--- src/rtl/sr_latch_driver_if.sv ---
// Command handshake between a requester and sr_latch_driver.
// cmd_op: 01 = set, 10 = clear, anything else is illegal.
interface sr_latch_driver_if;
  logic       cmd_valid;
  logic [1:0] cmd_op;
  logic       cmd_ready;

  modport master (
    output cmd_valid,
    output cmd_op,
    input  cmd_ready
  );

  modport slave (
    input  cmd_valid,
    input  cmd_op,
    output cmd_ready
  );
endinterface

--- src/rtl/sr_latch_driver.sv ---
// Drives active-low S/R of a NAND latch with timed single-rail pulses.
// S=R=0 is never produced and only one rail moves on any edge.
module sr_latch_driver #(
  parameter int PULSE_W        = 3,
  parameter int GAP_W          = 2,
  parameter int CNT_W          = 4,
  parameter bit SKIP_REDUNDANT = 1'b1
) (
  input  logic             clk,
  input  logic             rst_n,
  sr_latch_driver_if.slave cmd,
  output logic             S,
  output logic             R,
  output logic             q_exp,
  output logic             q_valid,
  output logic             done,
  output logic             err
);

  typedef enum logic [2:0] {
    INIT_PULSE,
    INIT_GAP,
    IDLE,
    PULSE,
    GAP
  } state_t;

  localparam logic [CNT_W-1:0] ONE    = CNT_W'(1);
  localparam logic [CNT_W-1:0] P_LAST = CNT_W'(PULSE_W - 1);
  localparam logic [CNT_W-1:0] P_INIT = CNT_W'(PULSE_W);
  localparam logic [CNT_W-1:0] G_LAST = CNT_W'(GAP_W - 1);

  state_t           state, state_nxt;
  logic [CNT_W-1:0] cnt, cnt_nxt;
  logic             s_nxt, r_nxt;
  logic             q_nxt, qv_nxt;
  logic             done_nxt, err_nxt;

  logic fire;
  logic op_set, op_clr, op_bad;
  logic redundant, go_set, go_clr;

  assign cmd.cmd_ready = (state == IDLE);
  assign fire          = cmd.cmd_valid && cmd.cmd_ready;

  assign op_set    = (cmd.cmd_op == 2'b01);
  assign op_clr    = (cmd.cmd_op == 2'b10);
  assign op_bad    = !op_set && !op_clr;
  assign redundant = SKIP_REDUNDANT &&
                     ((op_set && q_exp) ||
                      (op_clr && !q_exp));
  assign go_set    = op_set && !redundant;
  assign go_clr    = op_clr && !redundant;

  always_comb begin
    state_nxt = state;
    cnt_nxt   = cnt;
    s_nxt     = 1'b1;
    r_nxt     = 1'b1;
    q_nxt     = q_exp;
    qv_nxt    = q_valid;
    done_nxt  = 1'b0;
    err_nxt   = 1'b0;
    case (state)
      // cnt runs one past the pulse so R falls on the first edge out of reset
      INIT_PULSE: begin
        if (cnt == P_INIT) begin
          state_nxt = INIT_GAP;
          cnt_nxt   = '0;
        end else begin
          r_nxt   = 1'b0;
          cnt_nxt = cnt + ONE;
        end
      end
      INIT_GAP: begin
        if (cnt == G_LAST) begin
          state_nxt = IDLE;
          cnt_nxt   = '0;
          q_nxt     = 1'b0;
          qv_nxt    = 1'b1;
        end else begin
          cnt_nxt = cnt + ONE;
        end
      end
      IDLE: begin
        if (fire) begin
          unique case (1'b1)
            op_bad:    err_nxt  = 1'b1;
            redundant: done_nxt = 1'b1;
            go_set: begin
              state_nxt = PULSE;
              cnt_nxt   = '0;
              s_nxt     = 1'b0;
            end
            go_clr: begin
              state_nxt = PULSE;
              cnt_nxt   = '0;
              r_nxt     = 1'b0;
            end
          endcase
        end
      end
      // the low rail itself records which op is in flight
      PULSE: begin
        if (cnt == P_LAST) begin
          state_nxt = GAP;
          cnt_nxt   = '0;
          q_nxt     = !S;
        end else begin
          s_nxt   = S;
          r_nxt   = R;
          cnt_nxt = cnt + ONE;
        end
      end
      GAP: begin
        if (cnt == G_LAST) begin
          state_nxt = IDLE;
          cnt_nxt   = '0;
          done_nxt  = 1'b1;
        end else begin
          cnt_nxt = cnt + ONE;
        end
      end
      default: begin
        state_nxt = INIT_PULSE;
        cnt_nxt   = '0;
      end
    endcase
  end

  always_ff @(posedge clk) begin
    if (!rst_n) begin
      state   <= INIT_PULSE;
      cnt     <= '0;
      S       <= 1'b1;
      R       <= 1'b1;
      q_exp   <= 1'b0;
      q_valid <= 1'b0;
      done    <= 1'b0;
      err     <= 1'b0;
    end else begin
      state   <= state_nxt;
      cnt     <= cnt_nxt;
      S       <= s_nxt;
      R       <= r_nxt;
      q_exp   <= q_nxt;
      q_valid <= qv_nxt;
      done    <= done_nxt;
      err     <= err_nxt;
    end
  end

endmodule

--- src/flat_wrapper.sv ---
// flat-port wrapper written by rule: the top's interface ports become plain ports
module sr_latch_driver_flat 
#(
  parameter int PULSE_W        = 3,
  parameter int GAP_W          = 2,
  parameter int CNT_W          = 4,
  parameter bit SKIP_REDUNDANT = 1'b1
)
  (clk, rst_n, S, R, q_exp, q_valid, done, err, cmd_cmd_valid, cmd_cmd_op, cmd_cmd_ready);
  sr_latch_driver_if cmd_i ();
  input  logic clk;
  input  logic rst_n;
  output logic S;
  output logic R;
  output logic q_exp;
  output logic q_valid;
  output logic done;
  output logic err;
  input wire logic [$bits(cmd_i.cmd_valid)-1:0] cmd_cmd_valid;
  input wire logic [$bits(cmd_i.cmd_op)-1:0] cmd_cmd_op;
  output wire logic [$bits(cmd_i.cmd_ready)-1:0] cmd_cmd_ready;
  assign cmd_i.cmd_valid = cmd_cmd_valid;
  assign cmd_i.cmd_op = cmd_cmd_op;
  assign cmd_cmd_ready = cmd_i.cmd_ready;
  sr_latch_driver #(.PULSE_W(PULSE_W), .GAP_W(GAP_W), .CNT_W(CNT_W), .SKIP_REDUNDANT(SKIP_REDUNDANT)) u_core (.clk(clk), .rst_n(rst_n), .cmd(cmd_i), .S(S), .R(R), .q_exp(q_exp), .q_valid(q_valid), .done(done), .err(err));
endmodule
--- config.mk ---
export PLATFORM = sky130hd
export DESIGN_NAME = sr_latch_driver_flat
export DESIGN_NICKNAME = d
export VERILOG_FILES = /design/src/rtl/sr_latch_driver_if.sv /design/src/rtl/sr_latch_driver.sv /design/src/flat_wrapper.sv
export SDC_FILE = /design/constraint.sdc
export NUM_CORES = 1
export LEC_CHECK = 0
export BUFFER_PORTS_ARGS = -buffer_cell sky130_fd_sc_hd__clkbuf_2
export CAP_MARGIN = 15
export CORE_MARGIN = 2
export CORE_UTILIZATION = 54
export DETAILED_ROUTE_END_ITERATION = 8
export PLACE_DENSITY = 0.76
export REMOVE_ABC_BUFFERS = 1
export SLEW_MARGIN = 0
export SYNTH_ARGS = -nofsm -noshare
export SYNTH_HDL_FRONTEND = slang
export SYNTH_SLANG_ARGS = --single-unit
--- constraint.sdc ---
create_clock -name clk -period 2.1 [get_ports clk]
set_input_delay 0.21 -clock clk [delete_from_list [all_inputs] [get_ports clk]]
set_output_delay 0.21 -clock clk [all_outputs]
set_load 0.01 [all_outputs]
## After elaboration in Yosys (flattened, before gate mapping)

Index checks and enable logic that the tools add are counted.

| word-level totals | value |
|---|---|
| register bits | 13 |
| latch bits | 0 |
| memory bits (writable) | 0 |
| ROM bits | 0 |
| bits of input ports | 5 |
| word-level logic and storage cells | 73 |
| memories | 0 |

| cells by class | value |
|---|---|
| add/sub/neg operators | 1 |
| multipliers | 0 |
| div/mod/pow operators | 0 |
| order comparisons | 0 |
| equality and inequality tests | 15 |
| shifts and indexed selects | 0 |
| multiplexer cells | 28 |
| bitwise operators | 0 |
| reduce and logical (&&, ||, !) cells | 21 |

Operator list:

| kind | number |
|---|---|
| $mux W4 | 5 |
| $pmux W4 S4 | 1 |
| $mux W3 | 5 |
| $mux W1 | 12 |
| $pmux W3 S4 | 1 |
| $eq A4 B2 Y1 const B | 2 |
| $ne A2 B1 Y1 const B | 4 |
| $eq A3 B2 Y1 const B | 2 |
| $logic_and A1 B1 Y1 | 6 |
| $pmux W1 S2 | 3 |
| $reduce_and A3 Y1 | 2 |
| $logic_not A1 Y1 | 5 |
| $reduce_and A5 Y1 | 1 |
| $add A4 B1 Y4 const B | 1 |
| $eq A4 B1 Y1 const B | 1 |
| $ne A2 B2 Y1 const B | 2 |
| $reduce_and A2 Y1 | 2 |
| $reduce_or A2 Y1 | 2 |
| $eq A3 B1 Y1 const B | 1 |
| $eq A3 B3 Y1 const B | 1 |
| $logic_not A3 Y1 | 1 |
| $pmux W1 S3 | 1 |
| $eq A2 B1 Y1 const B | 1 |
| $eq A2 B2 Y1 const B | 1 |
| other kinds (2) | 2 |

## Longest topological paths before layout

| depth | value |
|---|---|
| word-level depth | 9 |
| depth in mapped cells | 6 |
| mapped depth without buffers | 6 |

## Worst setup path after synthesis

OpenSTA, ideal clock, no wires.

| timing path | value |
|---|---|
| path type | register to register |
| start point | register u_core.state[0] |
| end point | register u_core.S |
| library setup time | 0.127 ns |
| data arrival time | 1.435 ns |
| path slack | 0.538 ns |
| stages on the path, launching flop included | 6 |
| buffers on the path | 1 |
| period minus slack after synthesis | 1.562 ns |
| cell sequence | dfxtp_1 > clkbuf_4 > nor3b_1 > nand2_1 > nor4b_1 > o21ai_0 |

| on the way | value |
|---|---|
| longest elaborated chain between the ends | 4 |
| elaborated cells between the ends (all ways) | 6 |
| those cells by class | eq/ne: 3; mux: 2; reduce/logical: 1 |

RTL lines:

| what | RTL line | RTL |
|---|---|---|
| start, declared | sr_latch_driver.sv:33 | `state_t state, state_nxt;` |
| start signal, assigned | sr_latch_driver.sv:142 | `state <= state_nxt;` |
| $eq A3 B2 Y1 (*) | sr_latch_driver.sv:43 | `assign cmd.cmd_ready = (state == IDLE);` |
| via cmd_cmd_ready | flat_wrapper.sv:21 | `output wire logic [$bits(cmd_i.cmd_ready)-1:0] cmd_cmd_ready;` |
| $logic_and A1 B1 Y1 | sr_latch_driver.sv:44 | `assign fire = cmd.cmd_valid && cmd.cmd_ready;` |
| $mux W1 | sr_latch_driver.sv:86 | `if (fire) begin` |
| $pmux W1 S2 (*) | sr_latch_driver.sv:64 | `case (state)` |
| end signal, assigned | sr_latch_driver.sv:144 | `S <= s_nxt;` |
| end, declared | sr_latch_driver.sv:12 | `output logic S,` |

Mark *: on every way through the listed nets, which the timed path passes. The rest lies on a longest branch.
A chain may end at the register's enable or synchronous reset.

## Final worst setup path

| timing path | value |
|---|---|
| start point | register u_core.cnt[0] |
| end point | register u_core.R |

| on the way | value |
|---|---|
| longest elaborated chain between the ends | 3 |
| elaborated cells between the ends (all ways) | 5 |
| those cells by class | eq/ne: 3; mux: 2 |

RTL lines:

| what | RTL line | RTL |
|---|---|---|
| start, declared | sr_latch_driver.sv:34 | `logic [CNT_W-1:0] cnt, cnt_nxt;` |
| start signal, assigned | sr_latch_driver.sv:143 | `cnt <= cnt_nxt;` |
| $eq A4 B2 Y1 | sr_latch_driver.sv:67 | `if (cnt == P_INIT) begin` |
| $mux W1 | sr_latch_driver.sv:67 |  |
| $pmux W1 S3 | sr_latch_driver.sv:64 |  |
| end signal, assigned | sr_latch_driver.sv:145 | `R <= r_nxt;` |
| end, declared | sr_latch_driver.sv:13 | `output logic R,` |

Several ways; a longest one is shown, not always the timed one.

==> summary.md <==
| Metric | Value |
|---|---|
| Fin crit period | 1.70 ns |
| CTS tree | yes |
| Startpoint types | register |
| Slew margin rel. | 0.551 |
| P per Cell Area | 1210 nW/µm² |
| Final cell count without fillers | 117 |
| # diodes | 0 |
| Clock latency on the worst-skew pair | 0.28 ns |
| Power share of the clock group | 0.151 |
| Part of the power in combinational logic | 0.480 |
| Initial antenna violation count | 0 |
| Worst hold-check path type | in -> reg |
| Num ports | 12 |
| Pre-Repair DR Iteration Count | 4 |
| Rows | 13 |
| CTS Buffer Depth | 2 |
| Routed vias/inst | 6.14 |
| DRC Markers | 0 |
| Yosys warnings | 0 |
| Vias | 718 |
| Die Y | 42.2 µm |
| Initial DRC count | 14 |
| Post-synth top flop | dfxtp_1 |
| Fin. Hold Viols | 0 |
| Int Pwr | 0.607 mW |
| Pin slew with the least headroom to its limit | 0.672 ns |
| Total CTS buffers | 3 |
| Horiz. Die Dim | 42.2 µm |
| Number of synthesized flops with an enable pin | 0 |
| Layout net count | 113 |
| Post-Synthesis Cells | 89 |
| Worst VDD drop | 0.749 mV |
| Die area | 1780 µm² |
| Post-CTS Repair Setup Buffers | 0 |
| PortBufs | 11 |
| Number of global-route vias before repair | 624 |
| Total power | 1.06 mW |
| Pin count of the biggest net entering global routing | 12 |
| Root Buffer | clkbuf_4 |
| Switching Fraction | 0.427 |
| Worst reg-to-reg path cell count | 6 |
| Post-cts hold buffer count | 0 |
| RD Place Congestion | 0.800 |
| Fmax | 0.589 GHz |
| CTS Sinks | 13 |
| Net switching power | 0.452 mW |
| Core Area | 1330 µm² |
| CTS H-tree depth | 1 |
| GR peak layer | met2 |
| Critical Path RT | 2.24 ns |
| Hold-critical path depth | 2 |
| Flop pwr share | 0.369 |
| Initial Util | 0.592 |
| Final setup TNS | 0 ns |
| Status | finished clean |
| Met2 Resource Use GR | 0.332 |
| DRT Wirelength | 1660 µm |
| Post-detail-place hpwl | 1230 µm |
| Wirelength per Cell | 14.2 µm |
| CP arrival | 1.84 ns |
| Commonest non-fill, non-tap cell in the layout | dfxtp_1 |
| Syn avg cell area | 8.87 µm² |
| Async set or reset register ratio after synthesis | 0 |
| Seq cells post-synth | 13 |
| Mapped cell area | 790 µm² |
| Most frequent cells in the layout | dfxtp_1, clkbuf_2, a21oi_1 |
| P_leak | 0.355 nW |
| Critical Path Sink Type | register |
| RSZ-0062 raised after global routing | false |
| Total congestion overflow | 0 |
| Max cap viols | 0 |
| Netlist cell types | 40 |
| Clk slew on worst S/H paths | 0.09 ns |
| Clock skew | 0.00795 ns |
| Placed Cells | 113 |
| P&R area growth vs syn | 10.8% |
| Max FO, Critical Path | 5 |
| Critical setup path kind | reg -> reg |
| Met3 GRT Util | 0.0517 |
| CTS resizes | 0 |
| All-Layer GR Usage | 0.199 |
| First-pass GRT wire length | 2740 µm |
| Final period utilization | 0.809 |
| Final Setup Violations | 0 |
| M1 GR Usage | 0.243 |
| Routed Antenna Nets | 0 |
| Sequential cell area fraction in the yosys report | 0.330 |
| Final Slew Violations | 0 |
| Share of cells above drive strength 1 | 0.245 |
## Yosys cell counts (2+ instances only)
cell type / instances / share of area
dfxtp_1: 13 / 0.33
o2bb2ai_1: 2 / 0.022
a21oi_1: 9 / 0.057
nand2_1: 6 / 0.029
o22ai_1: 2 / 0.016
nor2_1: 5 / 0.024
nand3_1: 3 / 0.019
ha_1: 5 / 0.079
nor2b_1: 3 / 0.024
inv_1: 6 / 0.029
o21ai_0: 2 / 0.013
nor4_1: 2 / 0.016
nor3_1: 3 / 0.019
or2b_2: 2 / 0.022
## per-stage QoR
stage | util | hold slack [ns] | setup WS, ns | area, µm²
floorplan | - | 0.281 | 0.540 | 774
global placement | 0.636 | 0.452 | 0.401 | 848
detailed placement | 0.636 | 0.454 | 0.405 | 848
CTS | 0.656 | 0.157 | 0.392 | 875
global route | 0.656 | 0.186 | 0.224 | 875
finish | 0.656 | 0.163 | 0.402 | 875
## routing by layer
metal | wire length (µm) | vias up
met5 | 0 | -
met4 | 0 | 0
met3 | 68 | 0
met2 | 821 | 22
met1 | 766 | 341
li1 | - | 355
## logic make-up after synthesis
logic type / count (synthesis) / share of synthesized area
multiplexers: 3 / 0.0460
AO/OA/AOI/OAI: 21 / 0.181
AND/OR/NAND/NOR: 39 / 0.317
flip-flops: 13 / 0.330
adder cells (fa/ha/maj): 5 / 0.0792
buffers and inverters: 8 / 0.0475
## state kept, by name (all words and copies together), names as in the netlist
signal and count:
u_core.cnt 4, u_core.state 3, u_core.R 1, u_core.S 1, u_core.done 1, u_core.err 1
u_core.q_exp 1, u_core.q_valid 1
## final cells by class
cell class                 instances  area (µm²)
tap                               15        18.8
multi-input combinational         68         492
clock buffer                       4        26.3
sequential                        13         260
timing repair buffer              11        55.1
inverter                           6        22.5
fill                             112         459
## power groups by stage
stage / Clock (mW) / Sequential (mW) / Combinational (mW)
after CTS: 0.164 / 0.389 / 0.502
after floorplan: 0 / 0.381 / 0.383
after global placement: 0 / 0.393 / 0.489
after detailed placement: 0 / 0.394 / 0.500
final: 0.160 / 0.391 / 0.508
after global routing: 0.170 / 0.403 / 0.555
## critical path, cell delays in order (launching register included)
cell	delay, ns
dfxtp_1	0.41
inv_1	0.08
ha_1	0.23
mux2_4	0.29
and2_2	0.23
nor4_1	0.22
o31ai_1	0.10
## final timing paths
| kind | from | to | slack [ns] |
|---|---|---|---|
| worst max-delay path | u_core.cnt[0] | u_core.R | 0.40 |
| worst min-delay path | rst_n | u_core.S | 0.16 |
| worst max register to register | u_core.cnt[0] | u_core.R | 0.40 |
| worst min register to register | u_core.q_valid | u_core.q_valid | 0.48 |
Power figures use the tool's default switching activity.
